$ cat src/rtl/wii_cam_pkg.sv
// Shared constants, state encoding and init ROM for the Wii IR camera sequencer.
// Optional poll loop after init is enabled with CAM_POLL_EN.
package wii_cam_pkg;

  localparam logic [6:0] CAM_ADDR = 7'h58;
  localparam int         INIT_LEN = 6;
  localparam logic [7:0] POLL_REG = 8'h36;

  localparam logic [2:0] ST_IDLE      = 3'd0;
  localparam logic [2:0] ST_ISSUE     = 3'd1;
  localparam logic [2:0] ST_WAIT_BUSY = 3'd2;
  localparam logic [2:0] ST_WAIT_DONE = 3'd3;
  localparam logic [2:0] ST_GAP       = 3'd4;
  localparam logic [2:0] ST_DONE      = 3'd5;

  typedef enum logic [2:0] {
    S_IDLE      = ST_IDLE,
    S_ISSUE     = ST_ISSUE,
    S_WAIT_BUSY = ST_WAIT_BUSY,
    S_WAIT_DONE = ST_WAIT_DONE,
    S_GAP       = ST_GAP,
    S_DONE      = ST_DONE
  } state_t;

  // Returns {packets[4:0], data[15:0]} for one init write.
  function automatic logic [20:0] init_entry(input logic [2:0] idx);
    logic [20:0] e;
    unique case (idx)
      3'd0:    e = {5'd2, 16'h3001};
      3'd1:    e = {5'd2, 16'h3008};
      3'd2:    e = {5'd2, 16'h0690};
      3'd3:    e = {5'd2, 16'h08C0};
      3'd4:    e = {5'd2, 16'h1A40};
      3'd5:    e = {5'd2, 16'h3333};
      default: e = '0;
    endcase
    return e;
  endfunction

endpackage

$ cat src/rtl/seq_gap_timer.sv
// Down-counter shared by the settle gap and the busy timeout.
// load presets the count; expired is high while the count is zero.
module seq_gap_timer #(
  parameter int W = 2
) (
  input  logic         clk,
  input  logic         reset,
  input  logic         load,
  input  logic [W-1:0] load_val,
  output logic         expired
);

  logic [W-1:0] cnt_q;
  logic [W-1:0] cnt_d;

  // Next count: preset on load, otherwise count down to zero and hold.
  always_comb begin
    cnt_d = cnt_q;
    if (load) begin
      cnt_d = load_val;
    end else if (cnt_q != '0) begin
      cnt_d = cnt_q - 1'b1;
    end
  end

  // Count register.
  always_ff @(posedge clk or posedge reset) begin
    if (reset) begin
      cnt_q <= '0;
    end else begin
      cnt_q <= cnt_d;
    end
  end

  assign expired = (cnt_q == '0);

endmodule

$ cat src/rtl/wii_cam_init_seq.sv
// Command sequencer that feeds the Wii IR camera init writes to i2c_master.
// Define CAM_POLL_EN to follow init with an endless write-36 / read poll loop.
module wii_cam_init_seq
  import wii_cam_pkg::*;
#(
  parameter int DATA_BYTES   = 2,
  parameter int GAP_CYCLES   = 100000,
  parameter int BUSY_TIMEOUT = 64,
  parameter int READ_BYTES   = 12
) (
  input  logic                    clk,
  input  logic                    reset,
  input  logic                    go,
  input  logic                    i2c_ready,
  output logic                    i2c_start,
  output logic [6:0]              i2c_addr,
  output logic [DATA_BYTES*8-1:0] i2c_data,
  output logic [4:0]              packets,
  output logic                    rw,
  output logic                    busy,
  output logic                    init_done,
  output logic                    err,
  output logic [2:0]              step
);

  localparam int DW   = DATA_BYTES * 8;
  localparam int TMAX = (GAP_CYCLES > BUSY_TIMEOUT) ? GAP_CYCLES : BUSY_TIMEOUT;
  localparam int TW   = (TMAX > 2) ? $clog2(TMAX) : 1;

  state_t        state_q, state_d;
  logic          start_q, start_d;
  logic [DW-1:0] data_q, data_d;
  logic [4:0]    pkts_q, pkts_d;
  logic          rw_q, rw_d;
  logic          busy_q, busy_d;
  logic          done_q, done_d;
  logic          err_q, err_d;
  logic [2:0]    step_q, step_d;
  logic          adv_q, adv_d;
  logic          poll_q, poll_d;
  logic          rd_q, rd_d;

  logic          tmr_load;
  logic [TW-1:0] tmr_val;
  logic          tmr_exp;
  logic [20:0]   ent;

  // Left-justify a two-byte payload in the flat data bus.
  function automatic logic [DW-1:0] place(input logic [15:0] v);
    return DW'(v) << (DW - 16);
  endfunction

  seq_gap_timer #(.W(TW)) u_timer (
    .clk      (clk),
    .reset    (reset),
    .load     (tmr_load),
    .load_val (tmr_val),
    .expired  (tmr_exp)
  );

  // Next-state and next-output logic for the sequencer.
  always_comb begin
    state_d  = state_q;
    start_d  = 1'b0;
    data_d   = data_q;
    pkts_d   = pkts_q;
    rw_d     = rw_q;
    busy_d   = busy_q;
    done_d   = done_q;
    err_d    = err_q;
    step_d   = step_q;
    adv_d    = adv_q;
    poll_d   = poll_q;
    rd_d     = rd_q;
    tmr_load = 1'b0;
    tmr_val  = '0;
    ent      = '0;
    unique case (state_q)
      S_IDLE, S_DONE: begin
        if (go) begin
          state_d = S_ISSUE;
          step_d  = '0;
          err_d   = 1'b0;
          done_d  = 1'b0;
          busy_d  = 1'b1;
          rw_d    = 1'b0;
          ent     = init_entry(3'd0);
          pkts_d  = ent[20:16];
          data_d  = place(ent[15:0]);
        end
      end
      S_ISSUE: begin
        if (i2c_ready) begin
          start_d  = 1'b1;
          state_d  = S_WAIT_BUSY;
          tmr_load = 1'b1;
          tmr_val  = TW'(BUSY_TIMEOUT - 1);
        end
      end
      S_WAIT_BUSY: begin
        if (!i2c_ready) begin
          state_d = S_WAIT_DONE;
        end else if (tmr_exp) begin
          err_d    = 1'b1;
          adv_d    = 1'b0;
          state_d  = S_GAP;
          tmr_load = 1'b1;
          tmr_val  = TW'(GAP_CYCLES - 1);
        end
      end
      S_WAIT_DONE: begin
        if (i2c_ready) begin
          adv_d    = 1'b1;
          state_d  = S_GAP;
          tmr_load = 1'b1;
          tmr_val  = TW'(GAP_CYCLES - 1);
        end
      end
      S_GAP: begin
        if (tmr_exp) begin
          state_d = S_ISSUE;
          if (adv_q) begin
            if (poll_q) begin
              rd_d = !rd_q;
              if (!rd_q) begin
                pkts_d = 5'(READ_BYTES);
                rw_d   = 1'b1;
                data_d = '0;
              end else begin
                pkts_d = 5'd1;
                rw_d   = 1'b0;
                data_d = place({POLL_REG, 8'h00});
              end
            end else if (step_q == 3'(INIT_LEN - 1)) begin
              done_d = 1'b1;
`ifdef CAM_POLL_EN
              poll_d = 1'b1;
              rd_d   = 1'b0;
              pkts_d = 5'd1;
              rw_d   = 1'b0;
              data_d = place({POLL_REG, 8'h00});
`else
              state_d = S_DONE;
              busy_d  = 1'b0;
`endif
            end else begin
              step_d = step_q + 3'd1;
              ent    = init_entry(step_q + 3'd1);
              pkts_d = ent[20:16];
              data_d = place(ent[15:0]);
            end
          end
        end
      end
      default: state_d = S_IDLE;
    endcase
  end

  // Sequencer state and registered outputs.
  always_ff @(posedge clk or posedge reset) begin
    if (reset) begin
      state_q <= S_IDLE;
      start_q <= 1'b0;
      data_q  <= '0;
      pkts_q  <= '0;
      rw_q    <= 1'b0;
      busy_q  <= 1'b0;
      done_q  <= 1'b0;
      err_q   <= 1'b0;
      step_q  <= '0;
      adv_q   <= 1'b0;
      poll_q  <= 1'b0;
      rd_q    <= 1'b0;
    end else begin
      state_q <= state_d;
      start_q <= start_d;
      data_q  <= data_d;
      pkts_q  <= pkts_d;
      rw_q    <= rw_d;
      busy_q  <= busy_d;
      done_q  <= done_d;
      err_q   <= err_d;
      step_q  <= step_d;
      adv_q   <= adv_d;
      poll_q  <= poll_d;
      rd_q    <= rd_d;
    end
  end

  assign i2c_start = start_q;
  assign i2c_addr  = CAM_ADDR;
  assign i2c_data  = data_q;
  assign packets   = pkts_q;
  assign rw        = rw_q;
  assign busy      = busy_q;
  assign init_done = done_q;
  assign err       = err_q;
  assign step      = step_q;

endmodule

$ cat config.mk
export PLATFORM = sky130hd
export DESIGN_NAME = wii_cam_init_seq
export DESIGN_NICKNAME = d
export VERILOG_FILES = /design/src/rtl/wii_cam_pkg.sv /design/src/rtl/seq_gap_timer.sv /design/src/rtl/wii_cam_init_seq.sv
export SDC_FILE = /design/constraint.sdc
export NUM_CORES = 1
export LEC_CHECK = 0
export ABC_AREA = 0
export BUFFER_PORTS_ARGS = -buffer_cell sky130_fd_sc_hd__buf_2
export CORE_ASPECT_RATIO = 1.5
export CORE_MARGIN = 3
export CORE_UTILIZATION = 50
export CTS_CLUSTER_DIAMETER = 100
export DETAILED_ROUTE_END_ITERATION = 10
export GPL_TIMING_DRIVEN = 0
export PLACE_DENSITY = 0.85
export SLEW_MARGIN = 20
export SYNTH_ARGS = -nofsm -noshare
export SYNTH_HDL_FRONTEND = slang
export SYNTH_SLANG_ARGS = --single-unit
$ cat constraint.sdc
create_clock -name clk -period 2.15 [get_ports clk]
set_clock_uncertainty 0.1 [all_clocks]
set_input_delay 0.215 -clock clk [delete_from_list [all_inputs] [get_ports clk]]
set_output_delay 0.215 -clock clk [all_outputs]
set_load 0.03 [all_outputs]
* Yosys cells after proc, flatten, opt, wreduce, memory -nomap -nowiden *
Cells that the tools add are included.
Widths: inputs -> output; s select.

cells by class
  add/subtract/negate cells = 2
  equality and inequality tests = 21
  mux-type cells = 55
  bitwise logic cells = 1
  reduce and logical (&&, ||, !) cells = 16

operator list
  cell                   number
  $pmux 18 s6            1
  $mux 17                5
  $mux 16                4
  $pmux 17 s3            1
  $mux 3                 12
  $pmux 16 s2            1
  $mux 5                 4
  $reduce_and 5->1       4
  $mux 1                 18
  $ne 2x2->1 const B     9
  $logic_not 17->1       1
  $reduce_bool 17->1     1
  $sub 17x1->17 const B  1
  $eq 3x3->1 const B     5
  $pmux 3 s5             1
  $eq 3x2->1 const B     4
  $pmux 1 s2             5
  $pmux 5 s2             1
  $reduce_and 4->1       2
  $reduce_bool 2->1      4
  $eq 3x1->1 const B     2
  $logic_not 3->1        2
  $mux 6                 1
  $pmux 3 s2             1
  4 further kinds        5

word-level totals
  register bits after elaboration = 50
  bits of input ports = 4
  output and inout port bits = 36
  word-level logic and storage cells = 106

* Longest topological paths before layout *
Gate-level depths: netlist of run 1.

  word-level depth = 7
  gate-level depth with buffers = 8
  mapped depth without buffers = 7

* By module *
A second synthesis of run 1 with hierarchy kept.

unflattened totals
  cells, all modules = 238
  area total of the unflattened synthesis = 2,372.3 um2

modules (own cells, without submodules)
  module            times used  cells an instance  area each (um2)  seq. area each (um2)
  wii_cam_init_seq  1           129                1,310.0          550.5
  seq_gap_timer     1           109                1,062.3          425.4

* Least setup slack after synthesis of run 1 *
No wires, ideal clock.

  kind = flip-flop to flip-flop
  start = register u_timer.cnt_q[0]
  end = register u_timer.cnt_q[3]
  setup time = 124 ps
  data arrival time = 2,159 ps
  data required time = 1,926 ps
  setup slack = -233 ps
  cell stages (with the launch flop) = 9
  buffers on the path = 1
  period minus slack after synthesis = 2,383 ps
  path through = dfrtp_1 -> inv_1 -> ha_1 -> or4b_4 -> nor4_4 -> and2_1 -> buf_6 -> nor3_1 -> a211o_1

between the ends
  word-level cells in the longest chain between the ends = 5
  elaborated cells between the ends (all ways) = 12
  those cells by class = 1 x add/sub; 8 x mux; 3 x reduce/logical

RTL lines
  item                                                                   RTL line             source
  start: declaration                                                     seq_gap_timer.sv:13  logic [W-1:0] cnt_q;
  start signal: assignment                                               seq_gap_timer.sv:31  cnt_q <= cnt_d;
  parallel branches: the longest is 5 deep, another holds $sub 17x1->17  -

Several ways; the timed one is not identified. The select of a mux whose other input is x is not followed.
A chain may end at the register's enable or synchronous reset.

* Worst setup path in the final report of run 1 *
  start = register u_timer.cnt_q[1]
  end = register pkts_q[1] (netlist: packets[1])

between the ends
  word-level cells in the longest chain between the ends = 3

RTL lines
  item                               RTL line                 source
  $logic_not 17->1                   seq_gap_timer.sv:35      assign expired = (cnt_q == '0);
  $ne 2x2->1 (no source line)        -
  $reduce_and 5->1 (no source line)  -
  end signal: assignment             wii_cam_init_seq.sv:178  pkts_q <= pkts_d;
  end: declaration                   wii_cam_init_seq.sv:33   logic [4:0] pkts_q, pkts_d;

No other way between the ends.

==> impl_metrics.prom, run 1 <==
# TYPE chip_impl_metric gauge
chip_impl_metric{name="ys_ff_latch",unit=""} 39
chip_impl_metric{name="proportion_of_synthesized_chip_area_in_sequential_cells",unit=""} 0.442
chip_impl_info{name="synth_largest_area_cell",value="dfrtp_1"} 1
chip_impl_metric{name="min_tclk_post_route",unit="ps"} 2210
chip_impl_metric{name="chipHeight",unit="um"} 87.4
chip_impl_metric{name="synth-warning-count",unit=""} 0
chip_impl_metric{name="die_w",unit="um"} 60.3
chip_impl_metric{name="place.gp.congestion",unit=""} 0.825
chip_impl_metric{name="synthToLayoutAreaGrowth",unit="%"} 28.2
chip_impl_metric{name="clock_tree.buffer_depth",unit=""} 2
chip_impl_info{name="synth_ff_type",value="dfrtp_1"} 1
chip_impl_info{name="worstHoldPathType",value="in2reg"} 1
chip_impl_metric{name="initial_util",unit=""} 0.520
chip_impl_metric{name="detailed_place.area",unit="mm^2"} 0.00247
chip_impl_metric{name="grt_use_total",unit=""} 0.206
chip_impl_metric{name="post_drt_via_cell_ratio",unit=""} 5.53
chip_impl_metric{name="power.density",unit="mW/mm^2"} 1000
chip_impl_metric{name="worst-slew-pin-transition",unit="ps"} 759
chip_impl_metric{name="coreArea",unit="mm^2"} 0.00425
chip_impl_info{name="critical_path_class",value="reg2reg"} 1
chip_impl_metric{name="number_of_vias_in_the_routed_layout",unit=""} 1824
chip_impl_metric{name="largest_vdd_supply_drop",unit="mV"} 0.855
chip_impl_metric{name="global_route.overflow_total",unit=""} 0
chip_impl_metric{name="first_global_vias",unit=""} 1783
chip_impl_metric{name="post_synth_fa_ha_maj_area_fraction",unit=""} 0.0397
chip_impl_metric{name="hold-worst-slack",unit="ps"} 112
chip_impl_metric{name="row_count",unit=""} 29
chip_impl_metric{name="detail_route.iter0.violations",unit=""} 40
chip_impl_metric{name="postRouteWirelength",unit="um"} 5170
chip_impl_info{name="synth_common_cells",value="dfrtp_1 (39), nand2_1 (19), buf_4 (18)"} 1
chip_impl_metric{name="clock_tree.htree_level_count",unit=""} 2
chip_impl_metric{name="worst-endpoint-required",unit="ps"} 2250
chip_impl_metric{name="drcViolationCount",unit=""} 0
chip_impl_metric{name="routed_wire_length_per_instance",unit="um"} 15.7
chip_impl_info{name="setup.worst_path.end_class",value="flop"} 1
chip_impl_metric{name="num_antenna_cells",unit=""} 0
chip_impl_metric{name="maxCapViolCount",unit=""} 0
chip_impl_metric{name="finalMaxSlewViolations",unit=""} 0
chip_impl_metric{name="clkSlewWorstSetupHoldPaths",unit="ps"} 80
chip_impl_metric{name="drive_above_1_share",unit=""} 0.349
chip_impl_metric{name="dp.cells",unit=""} 306
chip_impl_metric{name="timing.fmax",unit="MHz"} 453
chip_impl_info{name="cts_tree",value="yes"} 1
chip_impl_metric{name="count_of_distinct_cell_types_in_the_synthesized_netlist",unit=""} 51
chip_impl_info{name="violations_in_the_final_reports",value="negative setup slack"} 1
chip_impl_metric{name="synthDominantCellAreaShare",unit=""} 0.442
chip_impl_info{name="dominant_combinational_cell_family_by_area_after_synthesis",value="simple AND/OR/NAND/NOR gates"} 1
chip_impl_info{name="synthTopCellsByArea",value="dfrtp_1 (44%), buf_4 (6.1%), ha_1 (4.0%), xnor2_1 (4.0%), o21ai_0 (3.9%)"} 1
chip_impl_metric{name="layout_worst_path_cycle_share",unit=""} 1.03
chip_impl_info{name="critical_path.startpoint_type",value="flop"} 1
chip_impl_metric{name="final.fill_count",unit=""} 338
chip_impl_metric{name="synth-async-reset-ratio",unit=""} 1.00
chip_impl_metric{name="timing.slew.headroom",unit=""} 0.490
chip_impl_metric{name="io_buffers",unit=""} 24
chip_impl_metric{name="floorplan.io_pins",unit=""} 40
chip_impl_metric{name="detailedPlacementHpwl",unit="um"} 3520
chip_impl_metric{name="finalSetupViolations",unit=""} 18
chip_impl_info{name="cts.root.buffer_cell",value="clkbuf_8"} 1
chip_impl_metric{name="die-area",unit="mm^2"} 0.00527
chip_impl_metric{name="numCtsBuffers",unit=""} 5
chip_impl_metric{name="clock-sinks",unit=""} 39
chip_impl_metric{name="syn-instance-count",unit=""} 222
chip_impl_metric{name="avgSynthCellArea",unit="um^2"} 9.95
chip_impl_metric{name="stdcell_count",unit=""} 330
chip_impl_info{name="rsz0062_at_grt",value="true"} 1
chip_impl_metric{name="worstPathMaxFanout",unit=""} 7
chip_impl_metric{name="final_design_area_no_fill",unit="mm^2"} 0.00283
chip_impl_metric{name="grt_max_degree",unit=""} 21
chip_impl_metric{name="synth_xor_area_frac",unit=""} 0.0516
chip_impl_metric{name="drt_pre_antenna_iters",unit=""} 4
chip_impl_metric{name="synth.mux.area_fraction",unit=""} 0.0136
chip_impl_metric{name="grt_antenna_before_repair",unit=""} 0
chip_impl_metric{name="compound_gate_fraction_of_synth_area",unit=""} 0.168
chip_impl_metric{name="pre_cts_ws",unit="ps"} -389
chip_impl_info{name="status",value="finished with violations"} 1
chip_impl_metric{name="power.static_leakage",unit="uW"} 0.00131
chip_impl_info{name="leading_cell_type_by_number_of_instances_after_synthesis",value="dfrtp_1"} 1
chip_impl_metric{name="worst_ep_arrival_time",unit="ps"} 2310
chip_impl_metric{name="synth-edff-count",unit=""} 0
chip_impl_metric{name="syn-cell-area",unit="mm^2"} 0.00221
chip_impl_metric{name="hold_viol",unit=""} 0
chip_impl_metric{name="first_pass_grt_wire_length",unit="um"} 8110
chip_impl_metric{name="clock_latency",unit="ps"} 310
chip_impl_metric{name="postLayoutCoreUtil",unit=""} 0.667
chip_impl_metric{name="postLayoutSetupSlackWorst",unit="ps"} -58.6
chip_impl_metric{name="synth-simple-area-share",unit=""} 0.193
chip_impl_metric{name="drtAntennaViolNets",unit=""} 0
chip_impl_metric{name="design.final.nets",unit=""} 294
## timing repair
item                       4_1_cts  5_1_grt
setup endpoints to repair       38       37
setup buffers                    8        8
gates resized for setup         18       18
hold endpoints to repair        19        0
pin swaps                       10       16
gates cloned                     0        1
hold buffers                     1        0
## registers in the layout (all words and copies together) (netlist names)
name           flops
i2c_start          1
packets            1
adv_q              1
state_q            3
step               3
err                1
i2c_data          10
init_done          1
busy               1
u_timer.cnt_q     17
## critical path, cell delays in order (launching register included)
cell,delay [ps]
dfrtp_1,410
inv_2,80
ha_4,120
or4b_4,480
nor4_4,170
buf_6,180
and2_4,210
nand3_4,120
o22a_1,230
## area by class of cell
| cell class | count | area (um^2) | area share |
|---|---|---|---|
| Clock buffer | 5 | 68.8 | 0.0243 |
| Tap cell | 46 | 57.6 | 0.0203 |
| Sequential cell | 39 | 977 | 0.345 |
| Clock inverter | 3 | 43.8 | 0.0155 |
| Multi-Input combinational cell | 165 | 1210 | 0.426 |
| Inverter | 9 | 33.8 | 0.0119 |
| Buffer | 21 | 146 | 0.0517 |
| Timing Repair Buffer | 42 | 298 | 0.105 |
## cell families (layout without fill, tap and decap cells)
| logic type | after synthesis | after routing |
|---|---|---|
| multiplexers | 3 | 3 |
| XOR/XNOR | 13 | 13 |
| AO/OA/AOI/OAI | 52 | 52 |
| adder cells (fa/ha/maj) | 7 | 7 |
| flip-flops | 39 | 39 |
| buffers and inverters | 32 | 80 |
| AND/OR/NAND/NOR | 74 | 75 |
| other | 2 | 15 |
## path summary, 6_finish.rpt
kind / startpoint / to / slack, ps / cells past startpoint
max in group asynchronous: reset / u_timer.cnt_q[3] / 1110 / 4
hold / removal: i2c_ready / state_q[1] / 110 / 3
setup / recovery: u_timer.cnt_q[1] / packets[1] / -60 / 8
min in group asynchronous: reset / busy / 370 / 3
setup reg to reg: u_timer.cnt_q[1] / packets[1] / -60 / 8
hold reg to reg: i2c_data[7] / i2c_data[7] / 390 / 1
## report_power, final
part	internal [uW]	total (uW)	switching, uW
Clock	346	630	285
Sequential	888	1050	165
Combinational	474	1150	678
Total	1710	2840	1130
## layout by cell type, fill, tap and decap left out, types with 6 or more instances in the layout
| cell type | instances |
|---|---|
| buf_4 | 31 |
| inv_1 | 6 |
| xnor2_1 | 10 |
| nor2_1 | 10 |
| o21ai_0 | 10 |
| conb_1 | 15 |
| buf_2 | 24 |
| nor3_1 | 6 |
| nand2_1 | 18 |
| dfrtp_1 | 38 |
| o21ai_1 | 7 |
## per-layer routing
| metal | GRT usage | up-vias | routed length, um |
|---|---|---|---|
| li1 | - | 864 | - |
| met1 | 0.222 | 890 | 1900 |
| met2 | 0.359 | 53 | 2900 |
| met3 | 0.0430 | 17 | 186 |
| met4 | 0.119 | 0 | 187 |
| met5 | 0 | - | 0 |
## stage by stage
step,power (uW),setup TNS (ps)
2_1_floorplan,1760,-587
3_3_place_gp,1950,-8680
3_5_place_dp,1990,-10060
4_1_cts,2710,-4600
5_1_grt,3000,-3640
6_report,2840,-578
(Power assumes the default switching activity.)
==> run 2, diff against run 1 <==
--- a/config.mk
+++ b/config.mk
@@ -8,12 +8,12 @@
 export ABC_AREA = 0
 export BUFFER_PORTS_ARGS = -buffer_cell sky130_fd_sc_hd__buf_2
 export CORE_ASPECT_RATIO = 1.5
-export CORE_MARGIN = 3
 export CORE_UTILIZATION = 50
 export CTS_CLUSTER_DIAMETER = 100
 export DETAILED_ROUTE_END_ITERATION = 10
 export GPL_TIMING_DRIVEN = 0
 export PLACE_DENSITY = 0.85
+export SETUP_SLACK_MARGIN = 0.5
 export SLEW_MARGIN = 20
 export SYNTH_ARGS = -nofsm -noshare
 export SYNTH_HDL_FRONTEND = slang
==> impl_metrics.prom, run 2 (synthesis gave the netlist of run 1 again) <==
# TYPE chip_impl_metric gauge
chip_impl_info{name="status",value="finished with violations"} 1
chip_impl_info{name="violations_in_the_final_reports",value="negative setup slack"} 1
chip_impl_metric{name="stdcell_count",unit=""} 333
chip_impl_metric{name="min_tclk_post_route",unit="ps"} 2310
chip_impl_metric{name="hold_viol",unit=""} 0
chip_impl_metric{name="worstPathMaxFanout",unit=""} 7
chip_impl_metric{name="clock-sinks",unit=""} 39
chip_impl_metric{name="worst-slew-pin-transition",unit="ps"} 772
chip_impl_info{name="hold-path-endpoint",value="state_q[1]"} 1
chip_impl_info{name="regToRegStartpoint",value="u_timer.cnt_q[1]"} 1
chip_impl_metric{name="power.density",unit="mW/mm^2"} 985
chip_impl_metric{name="routed_wire_length_per_instance",unit="um"} 15.1
chip_impl_metric{name="detail_route.iter0.violations",unit=""} 41
chip_impl_metric{name="io_buffers",unit=""} 24
chip_impl_metric{name="clkSlewWorstSetupHoldPaths",unit="ps"} 80
chip_impl_info{name="cp_cell_sequence",value="inv_2 -> ha_4 -> or4b_4 -> nor4_4 -> buf_4 -> buf_6 -> a31o_2 -> and2_4 -> buf_6 -> nor2_1"} 1
chip_impl_info{name="rr_endpoint",value="u_timer.cnt_q[14]"} 1
chip_impl_metric{name="coreArea",unit="mm^2"} 0.00425
chip_impl_metric{name="first_global_vias",unit=""} 1806
chip_impl_metric{name="fin_tns_setup",unit="ps"} -2840
chip_impl_metric{name="rr_worst_depth",unit=""} 10
chip_impl_metric{name="layout_worst_path_cycle_share",unit=""} 1.07
chip_impl_metric{name="timing.fmax",unit="MHz"} 433
chip_impl_metric{name="postLayoutSetupSlackWorst",unit="ps"} -159
chip_impl_info{name="critPathMostFrequentCell",value="buf_6"} 1
chip_impl_info{name="timing.critical_path.slowest_stage_cell",value="or4b_4"} 1
chip_impl_info{name="worstHoldStart",value="i2c_ready"} 1
chip_impl_metric{name="postLayoutCoreUtil",unit=""} 0.676
chip_impl_metric{name="drive_above_1_share",unit=""} 0.373
chip_impl_metric{name="die-area",unit="mm^2"} 0.00469
chip_impl_metric{name="grt_max_degree",unit=""} 22
chip_impl_metric{name="number_of_vias_in_the_routed_layout",unit=""} 1802
chip_impl_metric{name="clock_tree.buffer_depth",unit=""} 2
chip_impl_metric{name="worst_ep_arrival_time",unit="ps"} 2390
chip_impl_metric{name="detailedPlacementHpwl",unit="um"} 3460
chip_impl_metric{name="drtAntennaViolNets",unit=""} 0
chip_impl_metric{name="drcViolationCount",unit=""} 0
chip_impl_metric{name="chipHeight",unit="um"} 83.4
chip_impl_metric{name="place.gp.congestion",unit=""} 0.882
chip_impl_info{name="cts_tree",value="yes"} 1
chip_impl_metric{name="worst-endpoint-required",unit="ps"} 2230
chip_impl_info{name="critical_path.startpoint_type",value="flop"} 1
chip_impl_metric{name="largest_vdd_supply_drop",unit="mV"} 0.855
chip_impl_info{name="setup.worst_path.end_class",value="flop"} 1
chip_impl_metric{name="finalSetupViolations",unit=""} 35
chip_impl_metric{name="maxCapViolCount",unit=""} 0
chip_impl_metric{name="synthToLayoutAreaGrowth",unit="%"} 29.9
chip_impl_metric{name="finalMaxSlewViolations",unit=""} 0
chip_impl_info{name="rsz0062_at_grt",value="true"} 1
chip_impl_metric{name="power.static_leakage",unit="uW"} 0.00135
chip_impl_metric{name="post_drt_via_cell_ratio",unit=""} 5.41
chip_impl_metric{name="floorplan.io_pins",unit=""} 40
chip_impl_metric{name="row_count",unit=""} 29
chip_impl_metric{name="clock_latency",unit="ps"} 300
chip_impl_metric{name="first_pass_grt_wire_length",unit="um"} 8140
chip_impl_info{name="layout.cells.most_common_list",value="dfrtp_1 (39), buf_4 (35), buf_2 (24)"} 1
chip_impl_metric{name="num_antenna_cells",unit=""} 0
chip_impl_metric{name="grt_antenna_before_repair",unit=""} 0
chip_impl_metric{name="initial_util",unit=""} 0.520
chip_impl_metric{name="die_w",unit="um"} 56.3
chip_impl_metric{name="final.fill_count",unit=""} 329
chip_impl_metric{name="global_route.overflow_total",unit=""} 0
chip_impl_info{name="most_common_library_cell_in_the_layout_ignoring_fill_and_taps",value="dfrtp_1"} 1
chip_impl_metric{name="hold-worst-slack",unit="ps"} 119
chip_impl_info{name="worstHoldPathType",value="in2reg"} 1
chip_impl_metric{name="numCtsBuffers",unit=""} 5
chip_impl_info{name="max_flop_register",value="u_timer.cnt_q"} 1
chip_impl_info{name="critical_path_class",value="reg2reg"} 1
chip_impl_metric{name="timing.slew.headroom",unit=""} 0.481
chip_impl_info{name="cts.root.buffer_cell",value="clkbuf_8"} 1
chip_impl_metric{name="design.final.nets",unit=""} 297
chip_impl_metric{name="drt_pre_antenna_iters",unit=""} 4
chip_impl_metric{name="dp.cells",unit=""} 306
chip_impl_metric{name="regToRegSetupSlack",unit="ps"} -160
chip_impl_metric{name="largest_reg_flops",unit=""} 17
chip_impl_metric{name="hold_depth",unit=""} 3
chip_impl_metric{name="timing.critical_path.slowest_cell_delay",unit="ps"} 480
chip_impl_metric{name="clock_tree.htree_level_count",unit=""} 2
chip_impl_metric{name="postRouteWirelength",unit="um"} 5040
chip_impl_metric{name="grt_use_total",unit=""} 0.226
[run 2: cell count changes in the layout (fill, tap and decap cells not counted), sizes merged]
cell      delta
clkbuf       +2
bufinv       -1
and2         -1
clkinvlp     +1
buf          +4
clkinv       -2
[run 2: critical path, delay by kind of cell, from the launching register on]
family	cells	cell delay, ps
buf+inv	4	520
compound gates	1	180
simple gates	4	850
flops	1	410
fa+ha+maj	1	130
[run 2: how the worst max path moves through the flow]
stage	startpoint	slack, ps	to	depth (start not counted)
2_1_floorplan	u_timer.cnt_q[0]	-90	i2c_data[9]	8
3_3_place_gp	u_timer.cnt_q[1]	-400	i2c_data[3]	7
3_5_place_dp	u_timer.cnt_q[0]	-460	i2c_data[0]	8
4_1_cts	u_timer.cnt_q[1]	-210	i2c_data[0]	9
5_1_grt	u_timer.cnt_q[0]	-210	u_timer.cnt_q[14]	10
6_report	u_timer.cnt_q[1]	-160	u_timer.cnt_q[14]	10
[run 2: repair_timing]
action | 4_1_cts | 5_1_grt
gates resized for setup | 15 | 13
pin swaps | 8 | 10
buffers inserted | 11 | 7
endpoints found under the setup margin | 38 | 38
hold endpoints to repair | 18 | 0
hold buffers | 1 | 0
[run 2: final cells by class]
type | instances | area [um^2] | area share
flip-flops and latches | 39 | 976 | 0.340
inverters | 9 | 33.8 | 0.0118
clock buffers | 7 | 96.3 | 0.0336
multi-input cells | 164 | 1230 | 0.428
plain buffers | 23 | 173 | 0.0602
clock inverters | 1 | 7.51 | 0.00262
repair buffers | 44 | 297 | 0.103
well taps | 46 | 57.6 | 0.0201
[run 2: routing by layer]
metal / track usage / wire length [um]
met1: 0.232 / 1850
met2: 0.430 / 2910
met3: 0.0296 / 119
met4: 0.118 / 155
met5: 0 / 0
[run 2: stage by stage]
step / setup WS [ps] / instance area (um^2) / power (uW)
after floorplan: -88.8 / 2300 / 1800
after global placement: -402 / 2470 / 1990
after detailed placement: -458 / 2500 / 2030
after CTS: -213 / 2760 / 2710
after global routing: -213 / 2870 / 2990
final: -159 / 2870 / 2830
[run 2: report_power, final]
part	switching [uW]	internal (uW)	total, uW
Combinational	725	514	1240
Clock	261	292	552
Sequential	148	887	1040
Total	1130	1690	2830
